$ cat src/rtl/rep_string_sequencer.sv
// Iterating controller for x86 string instructions (MOVS/STOS/LODS/CMPS/SCAS with REP prefixes).
// Issues one ESI/EDI element access per iteration, steps the pointers/count, and reports final state.
module rep_string_sequencer #(
    parameter int MAX_ITERS = 0,
    parameter int ADDR_W    = 32
) (
    input  logic              clk,
    input  logic              rst_n,
    input  logic              start,
    input  logic [2:0]        cmd,
    input  logic [1:0]        rep_kind,
    input  logic              df,
    input  logic [1:0]        size,
    input  logic [31:0]       eax_in,
    input  logic [ADDR_W-1:0] ecx_in,
    input  logic [ADDR_W-1:0] esi_in,
    input  logic [ADDR_W-1:0] edi_in,
    output logic              mem_req_valid,
    input  logic              mem_req_ready,
    output logic              mem_req_write,
    output logic [ADDR_W-1:0] mem_req_addr,
    output logic [31:0]       mem_req_wdata,
    output logic [1:0]        mem_req_size,
    input  logic              mem_rsp_valid,
    input  logic [31:0]       mem_rsp_rdata,
    output logic              busy,
    output logic              done,
    output logic              truncated,
    output logic              illegal,
    output logic [31:0]       eax_out,
    output logic [ADDR_W-1:0] ecx_out,
    output logic [ADDR_W-1:0] esi_out,
    output logic [ADDR_W-1:0] edi_out,
    output logic              zf_out
);
    typedef enum logic [2:0] {IDLE, CHECK, RD_SRC, RD_DST, WR_DST, STEP, FIN} state_t;

    localparam logic [2:0] C_MOVS = 3'd0;
    localparam logic [2:0] C_STOS = 3'd1;
    localparam logic [2:0] C_LODS = 3'd2;
    localparam logic [2:0] C_CMPS = 3'd3;
    localparam logic [2:0] C_SCAS = 3'd4;

    function automatic logic [31:0] mask_elem(input logic [31:0] d, input logic [1:0] sz);
        case (sz)
            2'd0:    mask_elem = {24'd0, d[7:0]};
            2'd1:    mask_elem = {16'd0, d[15:0]};
            default: mask_elem = d;
        endcase
    endfunction

    function automatic logic [31:0] merge_eax(input logic [31:0] a, input logic [31:0] d,
                                              input logic [1:0] sz);
        case (sz)
            2'd0:    merge_eax = {a[31:8], d[7:0]};
            2'd1:    merge_eax = {a[31:16], d[15:0]};
            default: merge_eax = d;
        endcase
    endfunction

    function automatic logic signed [ADDR_W-1:0] step_delta(input logic [1:0] sz, input logic dir);
        logic signed [ADDR_W-1:0] mag;
        mag = '0;
        case (sz)
            2'd0:    mag[2:0] = 3'd1;
            2'd1:    mag[2:0] = 3'd2;
            default: mag[2:0] = 3'd4;
        endcase
        step_delta = dir ? -mag : mag;
    endfunction

    state_t              state, next_state;
    logic [2:0]          cmd_r;
    logic [1:0]          rep_r, size_r;
    logic                df_r, ill_r, pend;
    logic [31:0]         iter;
    logic [31:0]         eax_r, src_r;
    logic [ADDR_W-1:0]   ecx_r, esi_r, edi_r;
    logic                zf_r, trunc_hit;

    logic                uses_src, uses_dst, is_cmp, rsp_take;
    logic signed [ADDR_W-1:0] delta;
    logic [ADDR_W-1:0]   esi_nx, edi_nx, ecx_nx;

    always_comb begin
        uses_src = (cmd_r == C_MOVS) || (cmd_r == C_LODS) || (cmd_r == C_CMPS);
        uses_dst = (cmd_r != C_LODS);
        is_cmp   = (cmd_r == C_CMPS) || (cmd_r == C_SCAS);
        rsp_take = pend && mem_rsp_valid;
        delta    = step_delta(size_r, df_r);
        esi_nx   = esi_r;
        edi_nx   = edi_r;
        ecx_nx   = ecx_r;
        if (state == STEP) begin
            if (uses_src)      esi_nx = esi_r + $unsigned(delta);
            if (uses_dst)      edi_nx = edi_r + $unsigned(delta);
            if (rep_r != 2'd0) ecx_nx = ecx_r - ADDR_W'(1);
        end
    end

    // Next-state and memory request decode; request fields depend only on latched state.
    always_comb begin
        next_state    = state;
        trunc_hit     = 1'b0;
        mem_req_valid = 1'b0;
        mem_req_write = 1'b0;
        mem_req_addr  = '0;
        mem_req_wdata = '0;
        case (state)
            IDLE:   if (start) next_state = CHECK;
            CHECK: begin
                if (ill_r)                                    next_state = FIN;
                else if (rep_r != 2'd0 && ecx_r == '0)        next_state = FIN;
                else if (rep_r == 2'd0 && iter != 32'd0)      next_state = FIN;
                else if (MAX_ITERS != 0 && iter == 32'(MAX_ITERS)) begin
                    next_state = FIN;
                    trunc_hit  = 1'b1;
                end
                else if (cmd_r == C_SCAS)                     next_state = RD_DST;
                else if (cmd_r == C_STOS)                     next_state = WR_DST;
                else                                          next_state = RD_SRC;
            end
            RD_SRC: begin
                mem_req_valid = !pend;
                mem_req_addr  = esi_r;
                if (rsp_take) begin
                    if (cmd_r == C_MOVS)      next_state = WR_DST;
                    else if (cmd_r == C_CMPS) next_state = RD_DST;
                    else                      next_state = STEP;
                end
            end
            RD_DST: begin
                mem_req_valid = !pend;
                mem_req_addr  = edi_r;
                if (rsp_take) next_state = STEP;
            end
            WR_DST: begin
                mem_req_valid = 1'b1;
                mem_req_write = 1'b1;
                mem_req_addr  = edi_r;
                mem_req_wdata = (cmd_r == C_MOVS) ? src_r : mask_elem(eax_r, size_r);
                if (mem_req_ready) next_state = STEP;
            end
            STEP: begin
                if (is_cmp && ((rep_r == 2'd1 && !zf_r) || (rep_r == 2'd2 && zf_r)))
                    next_state = FIN;
                else
                    next_state = CHECK;
            end
            FIN:     next_state = IDLE;
            default: next_state = IDLE;
        endcase
    end

    assign mem_req_size = size_r;
    assign busy         = (state != IDLE);
    assign done         = (state == FIN);

    always_ff @(posedge clk or negedge rst_n) begin
        if (!rst_n) begin
            state  <= IDLE;
            pend   <= 1'b0;
            cmd_r  <= '0;
            rep_r  <= '0;
            size_r <= '0;
            df_r   <= 1'b0;
            ill_r  <= 1'b0;
            iter   <= '0;
        end else begin
            state <= next_state;
            if (state == IDLE && start) begin
                cmd_r  <= cmd;
                rep_r  <= rep_kind;
                size_r <= size;
                df_r   <= df;
                ill_r  <= (cmd > C_SCAS) || (size == 2'd3) || (rep_kind == 2'd3);
                iter   <= '0;
            end
            if (state == STEP) iter <= iter + 32'd1;
            // A response in the acceptance cycle is ignored: pend only rises after acceptance.
            if (state == RD_SRC || state == RD_DST) begin
                if (!pend && mem_req_ready) pend <= 1'b1;
                else if (rsp_take)          pend <= 1'b0;
            end else begin
                pend <= 1'b0;
            end
        end
    end

    always_ff @(posedge clk) begin
        case (state)
            IDLE: if (start) begin
                eax_r <= eax_in;
                ecx_r <= ecx_in;
                esi_r <= esi_in;
                edi_r <= edi_in;
                zf_r  <= zf_out;
            end
            RD_SRC: if (rsp_take) begin
                if (cmd_r == C_LODS) eax_r <= merge_eax(eax_r, mem_rsp_rdata, size_r);
                else                 src_r <= mask_elem(mem_rsp_rdata, size_r);
            end
            RD_DST: if (rsp_take) begin
                if (cmd_r == C_CMPS) zf_r <= (src_r == mask_elem(mem_rsp_rdata, size_r));
                else zf_r <= (mask_elem(eax_r, size_r) == mask_elem(mem_rsp_rdata, size_r));
            end
            STEP: begin
                esi_r <= esi_nx;
                edi_r <= edi_nx;
                ecx_r <= ecx_nx;
            end
            default: ;
        endcase
    end

    // Architectural results are captured on entry to FIN so they are valid alongside done.
    always_ff @(posedge clk or negedge rst_n) begin
        if (!rst_n) begin
            eax_out   <= '0;
            ecx_out   <= '0;
            esi_out   <= '0;
            edi_out   <= '0;
            zf_out    <= 1'b0;
            truncated <= 1'b0;
            illegal   <= 1'b0;
        end else if (next_state == FIN && state != FIN) begin
            eax_out   <= eax_r;
            ecx_out   <= ecx_nx;
            esi_out   <= esi_nx;
            edi_out   <= edi_nx;
            zf_out    <= zf_r;
            truncated <= trunc_hit;
            illegal   <= ill_r;
        end
    end
endmodule

$ cat config.mk
export PLATFORM = sky130hd
export DESIGN_NAME = rep_string_sequencer
export DESIGN_NICKNAME = d
export VERILOG_FILES = /design/src/rtl/rep_string_sequencer.sv
export SDC_FILE = /design/constraint.sdc
export NUM_CORES = 1
export LEC_CHECK = 0
export CORE_AREA = 2 2 190 192
export DETAILED_ROUTE_END_ITERATION = 7
export DIE_AREA = 0 0 192 194
export GPL_ROUTABILITY_DRIVEN = 0
export PLACE_DENSITY = 0.85
export SYNTH_ARGS = -nofsm -noshare
export SYNTH_HDL_FRONTEND = slang
export SYNTH_SLANG_ARGS = --single-unit
$ cat constraint.sdc
create_clock -name clk -period 12.62 [get_ports clk]
set_clock_uncertainty 0.2 [all_clocks]
set_input_delay 1.262 -clock clk [delete_from_list [all_inputs] [get_ports clk]]
set_output_delay 1.262 -clock clk [all_outputs]
set_load 0.01 [all_outputs]
# Word-level counts from Yosys, hierarchy flattened

Cells that the tools add are included.

Register bits: 336
Input port bits: 173
Output and inout port bits: 201
Logic and storage cells: 151

Add/subtract/negate cells: 5
Magnitude comparators: 1
Equal/unequal tests: 27
Mux-type cells: 57
Bitwise logic cells: 1
Reduce and logical (&&, ||, !) cells: 38

Operator list:

| kind                                                   | number |
|---|---|
| two-way mux 32 bit                                     | 26 |
| case mux 32 bit (2 select lines)                       | 8 |
| adder 32 bit                                           | 2 |
| equality test 32 bit                                   | 2 |
| two-way mux 3 bit                                      | 12 |
| adder 32 x 1 -> 32 bit (second input constant)         | 1 |
| zero test 32 bit                                       | 1 |
| negation 3 -> 32 bit                                   | 1 |
| nonzero test 32 bit                                    | 1 |
| subtractor 32 x 1 -> 32 bit (second input constant)    | 1 |
| case mux 3 bit (6 select lines)                        | 1 |
| equality test 3 bit (second input constant)            | 5 |
| equality test 3 x 2 -> 1 bit (second input constant)   | 4 |
| inequality test 2 bit (second input constant)          | 5 |
| nonzero test 2 bit                                     | 5 |
| logical AND 1 bit                                      | 9 |
| logical OR 1 bit                                       | 7 |
| two-way mux 1 bit                                      | 7 |
| equality test 2 bit (second input constant)            | 3 |
| equality test 3 x 1 -> 1 bit (second input constant)   | 2 |
| zero test 3 bit                                        | 2 |
| inequality test 3 x 2 -> 1 bit (second input constant) | 2 |
| case mux 3 bit (2 select lines)                        | 1 |
| AND reduction 3 bit                                    | 2 |
| other kinds (14)                                       | 19 |

# Longest topological paths before layout

Depth in word-level cells: 9
Gate-level depth with buffers: 19
Mapped depth without buffers: 16

# Worst setup path after synthesis

No wires, ideal clock.

Path type: reg-to-reg
From: register df_r
To: register esi_r[28] (data pin)
Setup time: 0.270 ns
Arrival time: 4.478 ns
Required time: 12.150 ns
Slack: 7.672 ns
Cell stages (with the launch flop): 13
Path buffers: 0
Clock period less this slack: 4.948 ns
Cells stage by stage: dfrtp_1 -> o21ai_0 -> fa_1 -> a211o_1 -> a211o_1 -> a211o_1 -> a211oi_2 -> nor3b_2 -> a221oi_2 -> xor2_1 -> nor2_1 -> a21oi_2 -> a21oi_1

Longest elaborated chain between the ends: 5

RTL lines:

| item                             | RTL line | RTL |
|---|---|---|
| start, declared                  | 75       | `logic df_r, ill_r, pend;` |
| start signal, assigned           | 166      | `df_r <= 1'b0;` |
| start signal, assigned           | 175      | `df_r <= df;` |
| two-way mux 32 bit               | 69       | `step_delta = dir ? -mag : mag;` |
| adder 32 bit                     | 95       | `if (uses_src) esi_nx = esi_r + $unsigned(delta);` |
| two-way mux 32 bit               | 95       |  |
| two-way mux 32 bit               | 94       | `if (state == STEP) begin` |
| case mux 32 bit (2 select lines) | 191      | `case (state)` |
| end signal, assigned             | 195      | `esi_r <= esi_in;` |
| end signal, assigned             | 208      | `esi_r <= esi_nx;` |
| end, declared                    | 78       | `logic [ADDR_W-1:0] ecx_r, esi_r, edi_r;` |

No other way between the ends.
A chain may end at the register's enable or synchronous reset.

# Worst setup path in the final report

From: register state[2]
To: output port mem_req_addr[0]

Longest elaborated chain between the ends: 3
Elaborated cells between the ends (all ways): 5
Those cells by class: eq/ne: 3; mux: 1; reduce/logical: 1

RTL lines:

| item                                                                | RTL line | RTL |
|---|---|---|
| start, declared                                                     | 72       | `state_t state, next_state;` |
| start signal, assigned                                              | 170      | `state <= next_state;` |
| equality test 3 x 2 -> 1 bit or equality test 3 bit (tied branches) | 109      | `case (state)` |
| OR reduction 2 bit (no line)                                        | --       |  |
| case mux 32 bit (2 select lines) *                                  | 109      |  |
| end, declared                                                       | 21       | `output logic [ADDR_W-1:0] mem_req_addr,` |

Mark *: on every way between the ends. The rest lies on a longest branch, timed or not.

==> impl_metrics.env <==
export IMPL_finalWorstSetupSlack_ns=7.334
export IMPL_synth_xor_xnor_area_share=0.04342
export IMPL_power_leakage_nw=10.36
export IMPL_cts_tree="yes"
export IMPL_num_io_pins=374
export IMPL_dp_hpwl_microns=46110
export IMPL_grt_overflow_total=0
export IMPL_hold_ws_ns=0.2711
export IMPL_use_met3=0.07891
export IMPL_gr_usage_met1=0.4515
export IMPL_hold_viol=0
export IMPL_critPathMaxFanout=35
export IMPL_dr_pass1_iters=5
export IMPL_synth_flop_cell="dfrtp_1"
export IMPL_busiest_layer="met2"
export IMPL_worst_setup_path_end_kind="output pin"
export IMPL_ant_nets=0
export IMPL_netlist_area_sq_um=19770
export IMPL_syn_num_nets=2493
export IMPL_viasPerCell=6.217
export IMPL_final_nets=2805
export IMPL_fin_crit_ns=5.286
export IMPL_slew_headroom=0.1271
export IMPL_ys_types=88
export IMPL_clock_latency_ns=0.54
export IMPL_die_h_microns=194
export IMPL_tightest_slew_ns=1.276
export IMPL_drc=0
export IMPL_ir_drop_uv=132.5
export IMPL_drv_slew=0
export IMPL_synth_adder_area_share=0.04506
export IMPL_path_clk_slew_ns=0.06
export IMPL_ys_warn_count=0
export IMPL_cts_resized=0
export IMPL_syn_to_final_growth_pct=27.03
export IMPL_core_area_sq_um=35220
export IMPL_dieArea_sq_um=37250
export IMPL_crit_arrival_ns=3.82
export IMPL_wl_per_cell_microns=21.26
export IMPL_die_w_microns=192
export IMPL_layout_drive_gt1_share=0.05015
export IMPL_num_rows=69
export IMPL_synth_top_family_by_area="simple AND/OR/NAND/NOR gates"
export IMPL_dp_slack_ns=7.897
export IMPL_grt_pass1_wl_microns=100500
export IMPL_synth_compound_area_frac=0.1895
export IMPL_crit_path_start_kind="flip-flop"
export IMPL_finalSetupTns_ns=0
export IMPL_num_vias=19010
export IMPL_rsz0062_at_grt="false"
export IMPL_hold_class="reg -> reg"
export IMPL_clock_sinks=336
export IMPL_grtUsageTotal=0.3431
export IMPL_critPathRequiredTime_ns=11.16
export IMPL_synth_edf_count=161
export IMPL_start_util=0.5612
export IMPL_grt_antenna_before_repair=5
export IMPL_power_density_nw_per_um2=270.1
export IMPL_syn_avg_cell_area_sq_um=8.786
export IMPL_routed_wl_microns=65000
export IMPL_drt_iter0_drc=2007
export IMPL_fin_crit_sh=0.4189
export IMPL_root_buffer="clkbuf_16"
export IMPL_power_mw=6.783
export IMPL_post_cts_buffers=0
export IMPL_numCtsBuffers=38
export IMPL_ys_async_sr_fraction=0.5208
export IMPL_grtUsageMet2=0.5201
export IMPL_final_util=0.7130
export IMPL_clockBufferDepth=3
export IMPL_ys_seq_elements=336
export IMPL_drv_cap=0
export IMPL_holdBufCountCts=0
export IMPL_fmax_mhz=189.2
export IMPL_status="finished, final reports clean"
export IMPL_synthSimpleGateAreaFrac=0.2042
export IMPL_grt_start_max_net_pins=100
export IMPL_synthMuxAreaShare=0.01652
export IMPL_grt_pass1_vias=18350
export IMPL_h_tree_depth=2
export IMPL_finalSetupViolCount=0
export IMPL_netlist_instances=2250
export IMPL_path_class="reg -> out"
export IMPL_synth_seq_area_share=0.4661
export IMPL_io_buffer_count=372
[state kept, by name, summed over array words and instances (netlist names)]
name          count
iter             32
edi_r            32
rep_r             2
zf_r              1
eax_r            32
edi_out          32
pend              1
ecx_r            32
esi_r            32
eax_out          32
src_r            32
zf_out            1
illegal           1
cmd_r             3
state             3
mem_req_size      2
ill_r             1
esi_out          32
ecx_out          32
df_r              1
[worst max-delay path: stages (launching register included)]
cell and delay (ns):
dfrtp_1 0.60, or3b_2 0.86, nand2_1 0.96, a22o_1 0.29, clkdlybuf4s50_1 0.55
[layout by cell type (no fill, tap or decap), drive strengths merged, types with 52 or more instances in the layout]
master         instances
nand2                545
edfxtp               161
a21oi                147
clkdlybuf4s50        371
dfrtp                175
xnor2                 64
clkbuf                57
inv                   52
nor2                 136
ha                    68
nand3                 72
o21ai                259
[cell usage after synthesis (all sizes together) (26+ instances only)]
cell	n	area share
edfxtp	161	0.24
a22o	32	0.014
nor3	26	0.0066
a31oi	33	0.010
inv	51	0.0097
o21ai	259	0.066
dfrtp	175	0.22
xor2	34	0.015
clkbuf	85	0.016
buf	36	0.0092
xnor2	64	0.028
nor2	136	0.026
ha	68	0.043
nand2	545	0.10
nand3	72	0.019
a21oi	147	0.037
[stage by stage]
| stage | cell area, sq um | std cells |
|---|---|---|
| floorplan | 19770 | 2250 |
| global placement | 23760 | 2983 |
| detailed placement | 23760 | 2983 |
| CTS | 25100 | 3053 |
| global route | 25110 | 3057 |
| finish | 25110 | 3057 |
[logic make-up (layout without fill, tap and decap cells)]
| group | count (synthesis) | in the layout |
|---|---|---|
| AO/OA/AOI/OAI | 622 | 622 |
| XOR/XNOR | 98 | 98 |
| adder cells (fa/ha/maj) | 70 | 70 |
| buffers and inverters | 172 | 514 |
| flip-flops | 336 | 336 |
| multiplexers | 31 | 31 |
| other | 1 | 5 |
| AND/OR/NAND/NOR | 920 | 920 |
[worst paths after layout]
path | startpoint | to | slack (ns) | cells after the start
min in group asynchronous | rst_n | edi_out[14] | 0.58 | 1
min | eax_out[2] | eax_out[2] | 0.27 | 2
max in group asynchronous | rst_n | ecx_out[20] | 9.74 | 3
max | state[2] | mem_req_addr[0] | 7.33 | 4
min reg2reg | eax_out[2] | eax_out[2] | 0.27 | 2
max reg2reg | mem_req_size[1] | esi_r[28] | 7.83 | 16
[per-layer routing]
layer / vias to the layer above / wire [microns]
li1: 8612 / -
met1: 8993 / 25110
met4: 0 / 3909
met3: 250 / 6873
met5: - / 0
met2: 1150 / 29100
[final cells by class]
cell class | instances | area [sq um]
flip-flops and latches | 336 | 9215
diodes | 4 | 10.01
inverters | 51 | 193.9
repair buffers | 393 | 3885
clock inverters | 14 | 171.4
clock buffers | 56 | 1175
fillers | 2634 | 10110
multi-input cells | 1742 | 9886
well taps | 461 | 576.8
[report_power, final]
group	total, mW	internal (mW)	switching [mW]
logic	3.66	1.54	2.12
clock network	1.19	0.729	0.463
registers	1.93	1.58	0.345
total	6.78	3.86	2.93
(Power assumes the default switching activity.)
